[config.mk]
export PLATFORM = sky130hd
export DESIGN_NAME = alu_decode_stage
export DESIGN_NICKNAME = d
export VERILOG_FILES = /design/src/rtl/alu_decode_stage.sv
export SDC_FILE = /design/constraint.sdc
export NUM_CORES = 1
export LEC_CHECK = 0
export ABC_AREA = 0
export ABC_CLOCK_PERIOD_IN_PS = 3300
export CORE_MARGIN = 2
export CORE_UTILIZATION = 30
export DETAILED_ROUTE_END_ITERATION = 8
export DONT_BUFFER_PORTS = 1
export GPL_TIMING_DRIVEN = 0
export PLACE_DENSITY = 0.41
export SYNTH_ARGS = -nofsm -noshare
export SYNTH_HDL_FRONTEND = slang
export SYNTH_SLANG_ARGS = --single-unit
[constraint.sdc]
create_clock -name clk -period 3.3 [get_ports clk]
set_clock_uncertainty 0.05 [all_clocks]
set_input_delay 0.99 -clock clk [delete_from_list [all_inputs] [get_ports clk]]
set_output_delay 0.99 -clock clk [all_outputs]
set_load 0.03 [all_outputs]
[src/rtl/alu_decode_stage.sv]
// alu_decode_stage: decodes RV32I OP / OP-IMM instructions, reads the register
// file and delivers a registered {a, b, control, rd, illegal} bundle to the ALU.
// A two-entry buffer (OUT + SKID) keeps both handshakes registered while
// sustaining one instruction per cycle.
// Optional build macro: ALU_DECODE_LUI_EN (decode LUI as a legal ADD of an upper immediate).
module alu_decode_stage #(
    parameter int unsigned N = 32
) (
    input  logic             clk,
    input  logic             rst_n,
    input  logic             instr_valid,
    output logic             instr_ready,
    input  logic [31:0]      instr,
    output logic [4:0]       rs1_addr,
    output logic [4:0]       rs2_addr,
    input  logic [N-1:0]     rs1_data,
    input  logic [N-1:0]     rs2_data,
    output logic             alu_valid,
    input  logic             alu_ready,
    output logic [N-1:0]     alu_a,
    output logic [N-1:0]     alu_b,
    output logic [3:0]       alu_control,
    output logic [4:0]       alu_rd,
    output logic             illegal
);

    localparam int unsigned XLEN   = N;
    localparam int unsigned REG_AW = 5;
    localparam int unsigned CTRL_W = 4;

    localparam logic [6:0] OPC_OP     = 7'b0110011;
    localparam logic [6:0] OPC_OP_IMM = 7'b0010011;
`ifdef ALU_DECODE_LUI_EN
    localparam logic [6:0] OPC_LUI    = 7'b0110111;
`endif
    localparam logic [6:0] F7_BASE    = 7'b0000000;
    localparam logic [6:0] F7_ALT     = 7'b0100000;

    typedef enum logic [CTRL_W-1:0] {
        ALU_AND  = 4'b0001,
        ALU_OR   = 4'b0010,
        ALU_XOR  = 4'b0011,
        ALU_SLL  = 4'b0101,
        ALU_SRL  = 4'b0110,
        ALU_SRA  = 4'b0111,
        ALU_ADD  = 4'b1000,
        ALU_SUB  = 4'b1100,
        ALU_SLT  = 4'b1101,
        ALU_SLTU = 4'b1111
    } alu_control_t;

    typedef struct packed {
        logic              illegal;
        alu_control_t      ctrl;
        logic [XLEN-1:0]   a;
        logic [XLEN-1:0]   b;
        logic [REG_AW-1:0] rd;
    } bundle_t;

    localparam bundle_t BUNDLE_RST = '{
        illegal: 1'b0,
        ctrl:    ALU_ADD,
        a:       '0,
        b:       '0,
        rd:      '0
    };

    // Instruction fields
    logic [6:0]        opcode;
    logic [2:0]        funct3;
    logic [6:0]        funct7;
    logic [REG_AW-1:0] rd_field;
    logic [XLEN-1:0]   imm_i;
    logic [XLEN-1:0]   imm_shamt;
`ifdef ALU_DECODE_LUI_EN
    logic [XLEN-1:0]   imm_u;
`endif
    logic [XLEN-1:0]   rs1_val;
    logic [XLEN-1:0]   rs2_val;

    // Decode outputs
    logic              dec_legal;
    alu_control_t      dec_ctrl;
    logic [XLEN-1:0]   dec_a;
    logic [XLEN-1:0]   dec_b;
    bundle_t           dec_bundle;

    // Buffer state
    bundle_t out_q,  out_d;
    bundle_t skid_q, skid_d;
    logic    out_valid_q,   out_valid_d;
    logic    skid_valid_q,  skid_valid_d;
    logic    instr_ready_q, instr_ready_d;

    logic accept;
    logic drain;

    // Field extraction and register-file addressing
    assign opcode    = instr[6:0];
    assign rd_field  = instr[11:7];
    assign funct3    = instr[14:12];
    assign funct7    = instr[31:25];
    assign rs1_addr  = instr[19:15];
    assign rs2_addr  = instr[24:20];
    assign imm_i     = {{(XLEN-12){instr[31]}}, instr[31:20]};
    assign imm_shamt = {{(XLEN-5){1'b0}}, instr[24:20]};
`ifdef ALU_DECODE_LUI_EN
    assign imm_u     = {instr[31:12], 12'b0};
`endif

    // x0 always reads as zero regardless of what the register file returns
    assign rs1_val = (rs1_addr == 5'd0) ? '0 : rs1_data;
    assign rs2_val = (rs2_addr == 5'd0) ? '0 : rs2_data;

    // Instruction decode: control code, operand selection and legality
    always_comb begin
        dec_legal = 1'b0;
        dec_ctrl  = ALU_ADD;
        dec_a     = rs1_val;
        dec_b     = rs2_val;
        case (opcode)
            OPC_OP: begin
                if (funct7 == F7_BASE) begin
                    dec_legal = 1'b1;
                    case (funct3)
                        3'b000:  dec_ctrl = ALU_ADD;
                        3'b001:  dec_ctrl = ALU_SLL;
                        3'b010:  dec_ctrl = ALU_SLT;
                        3'b011:  dec_ctrl = ALU_SLTU;
                        3'b100:  dec_ctrl = ALU_XOR;
                        3'b101:  dec_ctrl = ALU_SRL;
                        3'b110:  dec_ctrl = ALU_OR;
                        default: dec_ctrl = ALU_AND;
                    endcase
                end else if (funct7 == F7_ALT) begin
                    if (funct3 == 3'b000) begin
                        dec_legal = 1'b1;
                        dec_ctrl  = ALU_SUB;
                    end else if (funct3 == 3'b101) begin
                        dec_legal = 1'b1;
                        dec_ctrl  = ALU_SRA;
                    end
                end
            end
            OPC_OP_IMM: begin
                dec_b = imm_i;
                case (funct3)
                    3'b000: begin dec_legal = 1'b1; dec_ctrl = ALU_ADD;  end
                    3'b010: begin dec_legal = 1'b1; dec_ctrl = ALU_SLT;  end
                    3'b011: begin dec_legal = 1'b1; dec_ctrl = ALU_SLTU; end
                    3'b100: begin dec_legal = 1'b1; dec_ctrl = ALU_XOR;  end
                    3'b110: begin dec_legal = 1'b1; dec_ctrl = ALU_OR;   end
                    3'b111: begin dec_legal = 1'b1; dec_ctrl = ALU_AND;  end
                    3'b001: begin
                        dec_b = imm_shamt;
                        if (funct7 == F7_BASE) begin
                            dec_legal = 1'b1;
                            dec_ctrl  = ALU_SLL;
                        end
                    end
                    default: begin
                        // funct3 101: shift right, funct7 picks logical or arithmetic
                        dec_b = imm_shamt;
                        if (funct7 == F7_BASE) begin
                            dec_legal = 1'b1;
                            dec_ctrl  = ALU_SRL;
                        end else if (funct7 == F7_ALT) begin
                            dec_legal = 1'b1;
                            dec_ctrl  = ALU_SRA;
                        end
                    end
                endcase
            end
`ifdef ALU_DECODE_LUI_EN
            OPC_LUI: begin
                dec_legal = 1'b1;
                dec_ctrl  = ALU_ADD;
                dec_a     = '0;
                dec_b     = imm_u;
            end
`endif
            default: begin
                dec_legal = 1'b0;
            end
        endcase
    end

    // Bundle assembly; an illegal instruction becomes a harmless ADD 0,0 -> x0
    always_comb begin
        dec_bundle = BUNDLE_RST;
        if (dec_legal) begin
            dec_bundle.illegal = 1'b0;
            dec_bundle.ctrl    = dec_ctrl;
            dec_bundle.a       = dec_a;
            dec_bundle.b       = dec_b;
            dec_bundle.rd      = rd_field;
        end else begin
            dec_bundle.illegal = 1'b1;
        end
    end

    assign accept = instr_valid & instr_ready_q;
    assign drain  = out_valid_q & alu_ready;

    // OUT/SKID steering; SKID only fills while OUT is stalled, and accept is
    // blocked whenever SKID is full so drain-with-skid never collides with accept
    always_comb begin
        out_d        = out_q;
        out_valid_d  = out_valid_q;
        skid_d       = skid_q;
        skid_valid_d = skid_valid_q;
        if (drain) begin
            if (skid_valid_q) begin
                out_d        = skid_q;
                out_valid_d  = 1'b1;
                skid_valid_d = 1'b0;
            end else if (accept) begin
                out_d       = dec_bundle;
                out_valid_d = 1'b1;
            end else begin
                out_valid_d = 1'b0;
            end
        end else if (!out_valid_q) begin
            if (accept) begin
                out_d       = dec_bundle;
                out_valid_d = 1'b1;
            end
        end else if (accept) begin
            skid_d       = dec_bundle;
            skid_valid_d = 1'b1;
        end
        instr_ready_d = ~skid_valid_d;
    end

    // Buffer registers
    always_ff @(posedge clk or negedge rst_n) begin
        if (!rst_n) begin
            out_q         <= BUNDLE_RST;
            out_valid_q   <= 1'b0;
            skid_q        <= BUNDLE_RST;
            skid_valid_q  <= 1'b0;
            instr_ready_q <= 1'b1;
        end else begin
            out_q         <= out_d;
            out_valid_q   <= out_valid_d;
            skid_q        <= skid_d;
            skid_valid_q  <= skid_valid_d;
            instr_ready_q <= instr_ready_d;
        end
    end

    assign instr_ready = instr_ready_q;
    assign alu_valid   = out_valid_q;
    assign alu_a       = out_q.a;
    assign alu_b       = out_q.b;
    assign alu_control = out_q.ctrl;
    assign alu_rd      = out_q.rd;
    assign illegal     = out_q.illegal;

endmodule
[Yosys cells after proc, flatten, opt, wreduce, memory -nomap -nowiden]
Cells that the tools add are included.
Widths: inputs -> output; s select.
Storage, ports and cells
  bits in registers: 151
  input bits: 100
  output and inout port bits: 86
  logic and storage cells: 70
Operators by class
  eq/ne operators: 11
  mux-type cells: 36
  bitwise gates (word level): 4
  reductions and logical operators: 6
Operator list (count)
  $mux 74: 4
  $mux 32: 4
  $mux 73: 1
  $pmux 4 s7: 2
  $mux 4: 7
  $mux 1: 15
  $eq 7x6->1 const B: 2
  $eq 3x3->1 const B: 4
  $logic_not 5->1: 2
  $pmux 4 s2: 1
  $eq 7x5->1 const B: 1
  $logic_not 7->1: 1
  $eq 3x2->1 const B: 2
  $reduce_or 6->1: 1
  $pmux 1 s2: 2
  $eq 3x1->1 const B: 1
  $logic_not 3->1: 1
  $reduce_and 3->1: 1
  $and 1x1->1: 2
  $ne 2x1->1 const B: 1
  $not 1->1: 2

[Logic depth before layout (Yosys ltp)]
Gate-level depths: netlist of run 1.
  depth in word-level cells: 10
  gate-level depth with buffers: 8
  depth with buffers taken out: 5

[Worst setup path after synthesis of run 1]
Ideal clock, no wire load.
  path type: input to register
  start point: input port instr[2]
  end point: register out_q (netlist bit alu_rd[0])
  setup time: 0.094 ns
  data arrival time: 2.496 ns
  required time: 3.156 ns
  slack: 0.660 ns
  cell stages on the path: 8
  buffers on the path: 3
  path through: nand4bb_1 -> or4b_1 -> buf_2 -> o22ai_2 -> buf_6 -> buf_6 -> nand2_1 -> a221oi_2
On the way
  word-level cells in the longest chain between the ends: 6
  elaborated cells between the ends (all ways): 8
  classes of those cells: eq/ne (2); mux (6)
Ends and longest elaborated chain
  start: declaration: line 13  | input logic [31:0] instr,
  $eq 7x5->1 / $eq 7x6->1 (equally long branches): line 121  | case (opcode)
  $pmux 1 s2 *: line 121
  $mux 73 *: line 191  | if (dec_legal) begin
  $mux 74 *: line 217, 224
  $mux 74 (on tied branches): line 223, 213
  $mux 74 *: line 212  | if (drain) begin
  end signal: assignment: line 244  | out_q <= out_d;
  end: declaration: line 89  | bundle_t out_q, out_d;
Mark *: on every way between the ends. The rest lies on a longest branch, timed or not. The select of a mux whose other input is x is not followed.
A chain may end at the register's enable or synchronous reset.

[Final worst setup path of run 1]
  start point: register out_valid_q, in the netlist alu_valid
  end point: register out_q (netlist bit alu_b[8])
On the way
  word-level cells in the longest chain between the ends: 2
  elaborated cells between the ends (all ways): 3
  classes of those cells: eq/ne (1); mux (1); bitwise (1)
Ends and longest elaborated chain
  start: declaration: line 91  | logic out_valid_q, out_valid_d;
  start signal: assignment: line 245  | out_valid_q <= out_valid_d;
  $and 1x1->1: line 203  | assign drain = out_valid_q & alu_ready;
  $ne 2x1->1 (no source line) / $mux 74 (equally long branches)
Parallel ways exist; a longest one is shown, timed or not.

==> run summary, run 1 <==
Max Cap Viol: 0
Clk Latency, worst-skew pair: 0.43 ns
Most used cell, CP: clkbuf_1
R2R Setup Slk: 0.39 ns
GRT Util Overall: 20.71%
Via-to-Cell Ratio: 5.521
Crit-path max FO: 10
Post-synthesis net count: 977
Buf+Inv Stages, Crit Path: 2
Ordered cell list for the critical path: clkbuf_1 -> a21boi_1 -> nor2_1 -> clkbuf_1 -> a221oi_1
Setup CP Type: flip-flop to flip-flop
Routed WL: 27500 um
Die ar.: 27000 um^2
Register area share after synthesis: 49.05%
Fin. Hold Viols: 0
Ys async rst share: 100.0%
FMAX: 0.3436 GHz
Dpl ws: -0.009307 ns
Worst EP required: 3.57 ns
Status: completed
Post-synth top area cell: dfrtp_1
Unique cell type count in the Yosys netlist: 46
Post-DP Area: 8124 um^2
Final setup viols: 0
Gr ovfl total: 0
Port Buffers: 0
Worst EP arrival: 3.18 ns
Type of the most critical hold path: primary input to async pin
Post-synthesis xor/xnor area fraction: 0.3407%
Initial Util: 30.62%
Slew headroom: 43.22%
Syn_area_per_cell: 8.793 um^2
First-pass DRT Iterations: 5
Synth Warn #: 0
Lkg Pwr: 3.432 nW
Adder-cell share of the synthesized area: 0.1298%
Reg clk slew, reported paths: 0.06 ns
Drt wl/cell: 22.21 um
P&R area growth vs syn: 12.83%
# resized after CTS: 0
Pwr Density: 808.9 nW/um^2
Largest net degree at the start of global routing: 152
VDD IR max: 0.3946 mV
Final Cycle Share: 88.20%
Simple-Gate Fraction of Synth Area: 16.01%
Cell family with the largest share of critical-path delay: compound AO/OA/AOI/OAI gates
Post-synth EDFFs: 0
Clock sinks: 151
Root buffer cell: clkbuf_16
Vias in the first global route: 6846
Compound-Gate Fraction of Synth Area: 26.89%
Post-CTS setup buffer count: 0
Post-synth top area share: 48.03%
Post-route DRC: 0
Hold-fix buffers at CTS: 0
Top cells by area, synth: dfrtp_1, nand2_1, a22oi_1
Remaining antenna violation count: 0
Total chip power: 7.038 mW
Clock tree buffer depth: 2
Commonest cells post-synth: nand2_1, dfrtp_1, o21ai_0
CTS tree: done
Initial antenna violation count: 0
Global-route wire length before repair: 42340 um
Post-DP HPWL: 18850 um
Mux cell area share after synthesis: 0.7302%
Top_reg_cell synth: dfrtp_1
Fin. max-slew vios: 0
Filler Cell Count: 2677
Share of layout cells above drive strength 1: 8.370%
Top-count cell post-synth: nand2_1
Fin crit period: 2.911 ns
CP max stage delay: 0.76 ns
Nets@finish: 996
Synth Cell Area: 7711 um^2
Ant diodes: 0
Core box area: 25180 um^2
Final Cell Area: 8701 um^2
Vias: 6835
Num CTS Buffers: 17
Critical Path Source Type: flip-flop
Die X: 164.3 um
RSZ-0062 raised after global routing: no
Initial drt markers: 453
Boundary Pins: 186
Final worst slack: 0.3892 ns
Gpl congestion: 0.7807
Combinational family with the most area after synthesis: compound AO/OA/AOI/OAI gates
Die Ht: 164.3 um
Measured slew at the worst slew-check pin: 0.8498 ns
Syn Inst Count: 877
H-tree Lvls: 4
Critical Path Slowest Stage Cell: a21boi_1
Rows: 58
Crit path capture type: flip-flop
#FFs+latches synth: 151
## logic make-up after synthesis
| family | Yosys count |
|---|---|
| AOI/OAI and AO/OA | 323 |
| xor gates and xnor gates | 3 |
| adders and majority gates | 1 |
| buffers and inverters | 121 |
| DFF | 151 |
| muxes | 5 |
| and+or+nand+nor | 273 |
## placed cells by master (no fill, tap or decap), drive strengths merged, types with 2 or more instances in the layout
cell type  count
nor2          41
and3          12
bufinv         2
and2           3
buf           23
mux2           5
a221oi        14
o21ai         82
o22ai         51
clkinvlp       7
o221a          6
nand3b         3
nor3           5
o31ai         43
or2            2
nor2b          2
nand3          6
nand4         33
dfstp          3
clkbuf        89
a22oi         55
a21oi         65
nand2b         4
nand2        154
dfrtp        148
xor2           2
inv           31
## per-layer routing
layer  wire [um]  GRT usage (%)
met5           0              0
met4         439          5.742
met3        2007          5.505
met2       12560          32.14
met1       12490          28.42
## power breakdown
part	leakage [nW]	internal (mW)	switching (mW)	total [mW]
Clock	0.258	1.12	0.844	1.96
Sequential	1.99	2.23	1.09	3.31
Combinational	1.18	0.597	1.17	1.76
Total	3.43	3.94	3.10	7.04
## cell type report
type,count,area [um^2],area share (%)
clock inverter,13,147.6,1.697
tap,330,412.9,4.745
inverter,27,101.3,1.165
sequential,151,3782,43.47
multi-input combinational,605,3401,39.09
clock buffer,18,429.2,4.932
buffer,94,426.7,4.904
## metrics by stage
stage / hold WS [ns] / setup TNS [ns] / util [%] / cells
after global routing: 0.1972 / 0 / 34.55 / 1238
final: 0.2203 / 0 / 34.55 / 1238
after global placement: 0.3978 / 0 / 32.26 / 1207
after floorplan: 0.3811 / 0 / - / 877
after CTS: 0.1961 / 0 / 34.55 / 1238
after detailed placement: 0.4041 / -0.009307 / 32.26 / 1207
## state kept, by name, summed over array words and instances (netlist names)
register,cells
alu_rd,5
alu_b,32
illegal,1
alu_control,4
instr_ready,1
alu_a,32
alu_valid,1
skid_q,74
skid_valid_q,1
## worst reg2reg max path, stage by stage, from the launching register on
cell and delay, ns:
dfrtp_1 0.56, clkbuf_1 0.41, a21boi_1 0.76, nor2_1 0.27, clkbuf_1 0.39, a221oi_1 0.37
## path summary, 6_finish.rpt
path / from / to / depth (start not counted)
worst min-delay path: rst_n / skid_q[8] / 0
min in group clk: skid_q[72] / skid_q[72] / 2
worst min register to register: skid_q[72] / skid_q[72] / 2
worst max-delay path: alu_valid / alu_b[8] / 5
max in group asynchronous: rst_n / instr_ready / 0
worst max register to register: alu_valid / alu_b[8] / 5
Note: power is estimated with default switching activity, not from simulation.
==> run 2: changes to the inputs <==
--- a/config.mk
+++ b/config.mk
@@ -13,6 +13,7 @@
 export DONT_BUFFER_PORTS = 1
 export GPL_TIMING_DRIVEN = 0
 export PLACE_DENSITY = 0.41
+export SLEW_MARGIN = 20
 export SYNTH_ARGS = -nofsm -noshare
 export SYNTH_HDL_FRONTEND = slang
 export SYNTH_SLANG_ARGS = --single-unit
==> results of run 2 <==
Same layout as run 1: the final DEF is identical, and so are final timing and power.
==> run 3: changes to the inputs <==
--- a/config.mk
+++ b/config.mk
@@ -9,6 +9,7 @@
 export ABC_CLOCK_PERIOD_IN_PS = 3300
 export CORE_MARGIN = 2
 export CORE_UTILIZATION = 30
+export CTS_BUF_LIST = sky130_fd_sc_hd__clkbuf_4
 export DETAILED_ROUTE_END_ITERATION = 8
 export DONT_BUFFER_PORTS = 1
 export GPL_TIMING_DRIVEN = 0
==> run 3 against run 2 <==
  * Die area did not move
  * Combinational power barely moved
  * Wire length rose by 0.86%
  * Core utilization fell by 0.98 points
  * First-iteration DRC count rose by 5.3%
  * Via count rose by 0.35%
  * Critical path depth did not move
  * Critical path type unchanged
  * Worst hold slack got worse by 0.15 ns
  * Sequential share of layout area rose by 1.3 points
  * Clock power fell by 38%
  * Largest power group unchanged
==> run summary, run 3 (synthesis results as in run 1) <==
Fin. Hold Viols: 0
CTS tree: done
Commonest non-fill, non-tap cell in the layout: nand2_1
Gpl congestion: 0.7807
P&R area growth vs syn: 9.638%
Largest net degree at the start of global routing: 141
Max reg flops: 74
Fin crit period: 2.910 ns
Via-to-Cell Ratio: 5.509
Commonest non-fill, non-tap cells in the layout: nand2_1, dfrtp_1, o21ai_0, clkbuf_1, a21oi_1
Die X: 164.3 um
Post-CTS setup buffer count: 0
H-tree Lvls: 4
Initial drt markers: 477
Worst EP arrival: 3.32 ns
Seq pwr share: 52.5%
Core box area: 25180 um^2
Fin. max-slew vios: 0
Root buffer cell: clkbuf_4
Nets@finish: 1000
Pwr Density: 744.1 nW/um^2
Reg clk slew, reported paths: 0.15 ns
Final cell count without fillers: 1245
Crit-path max FO: 10
Remaining antenna violation count: 0
FMAX: 0.3436 GHz
Measured slew at the worst slew-check pin: 0.8489 ns
Routed WL: 27730 um
Final Cycle Share: 88.18%
Slew headroom: 43.28%
Die Ht: 164.3 um
Clock tree buffer depth: 2
Crit path capture type: flip-flop
Vias: 6859
Placed Instances: 1207
Most flops, register: skid_q
Post-route DRC: 0
Initial Util: 30.62%
# resized after CTS: 0
Clk Latency, worst-skew pair: 0.56 ns
Clock sinks: 151
RSZ-0062 raised after global routing: no
Global-route wire length before repair: 42510 um
VDD IR max: 0.3800 mV
Die ar.: 27000 um^2
First-pass DRT Iterations: 5
Final setup viols: 0
R2R Setup Slk: 0.39 ns
Status: completed
Initial antenna violation count: 1
Vias in the first global route: 6835
Gr ovfl total: 0
Drt wl/cell: 22.27 um
Power share of the combinational group: 28.2%
Rows: 58
Hold-fix buffers at CTS: 3
Setup CP Type: flip-flop to flip-flop
Clock Power Share: 19.2%
Net switching power figure: 3.007 mW
Share of layout cells above drive strength 1: 8.443%
Setup TNS: 0 ns
Post-DP HPWL: 18850 um
Type of the most critical hold path: primary input to async pin
Internal: 3.284 mW
Max Cap Viol: 0
Net Sw Frac: 47.80%
Worst EP required: 3.71 ns
Port Buffers: 0
Boundary Pins: 186
Num CTS Buffers: 17
GRT Util Overall: 20.80%
Critical Path Source Type: flip-flop
Lkg Pwr: 3.321 nW
==> run 3: path summary, 6_finish.rpt <==
path                            start          to  depth (start not counted)
max                         alu_valid    alu_b[8]                          5
min                             rst_n  skid_q[71]                          0
max reg2reg                 alu_valid    alu_b[8]                          5
min reg2reg                skid_q[72]  skid_q[72]                          2
max in group asynchronous       rst_n    alu_a[7]                          1
min in group clk           skid_q[72]  skid_q[72]                          2
==> run 3: per-layer routing <==
| metal | vias to the layer above | wire [um] | GRT usage [%] |
|---|---|---|---|
| met5 | - | 0 | 0 |
| met4 | 0 | 387 | 4.665 |
| met3 | 17 | 1924 | 5.783 |
| met2 | 200 | 12590 | 32.12 |
| met1 | 3405 | 12830 | 28.98 |
| li1 | 3237 | - | - |
==> run 3: layout make-up <==
type / count / area, um^2
well taps: 330 / 412.9
clock buffers: 18 / 135.1
plain buffers: 94 / 426.7
inverters: 27 / 101.3
fillers: 2705 / 16730
diodes: 3 / 7.507
flip-flops and latches: 151 / 3782
clock inverters: 13 / 147.6
repair buffers: 4 / 40.04
multi-input cells: 605 / 3401
==> run 3: stage by stage <==
stage	setup WS [ns]	instance area, um^2	util (%)	hold slack, ns	total power, mW
detailed placement	-0.009307	8124	32.26	0.4041	5.130
finish	0.3899	8454	33.57	0.07285	6.291
floorplan	0.6598	7711	-	0.3811	4.457
global route	0.1980	8454	33.57	0.0009265	6.705
CTS	0.3621	8437	33.50	0.005209	6.365
global placement	0.03722	8124	32.26	0.3978	5.124
==> run 3: power groups by stage <==
stage	Sequential [mW]	Combinational (mW)	Clock (mW)
floorplan	3.18	1.28	0
global placement	3.36	1.76	0
detailed placement	3.36	1.77	0
CTS	3.32	1.78	1.26
global route	3.37	1.99	1.35
finish	3.31	1.77	1.21
==> run 3: critical path, stage by stage (launching register included) <==
cell      delay, ns
dfrtp_1        0.57
clkbuf_1       0.41
a21boi_1       0.76
nor2_1         0.27
clkbuf_1       0.39
a221oi_1       0.38
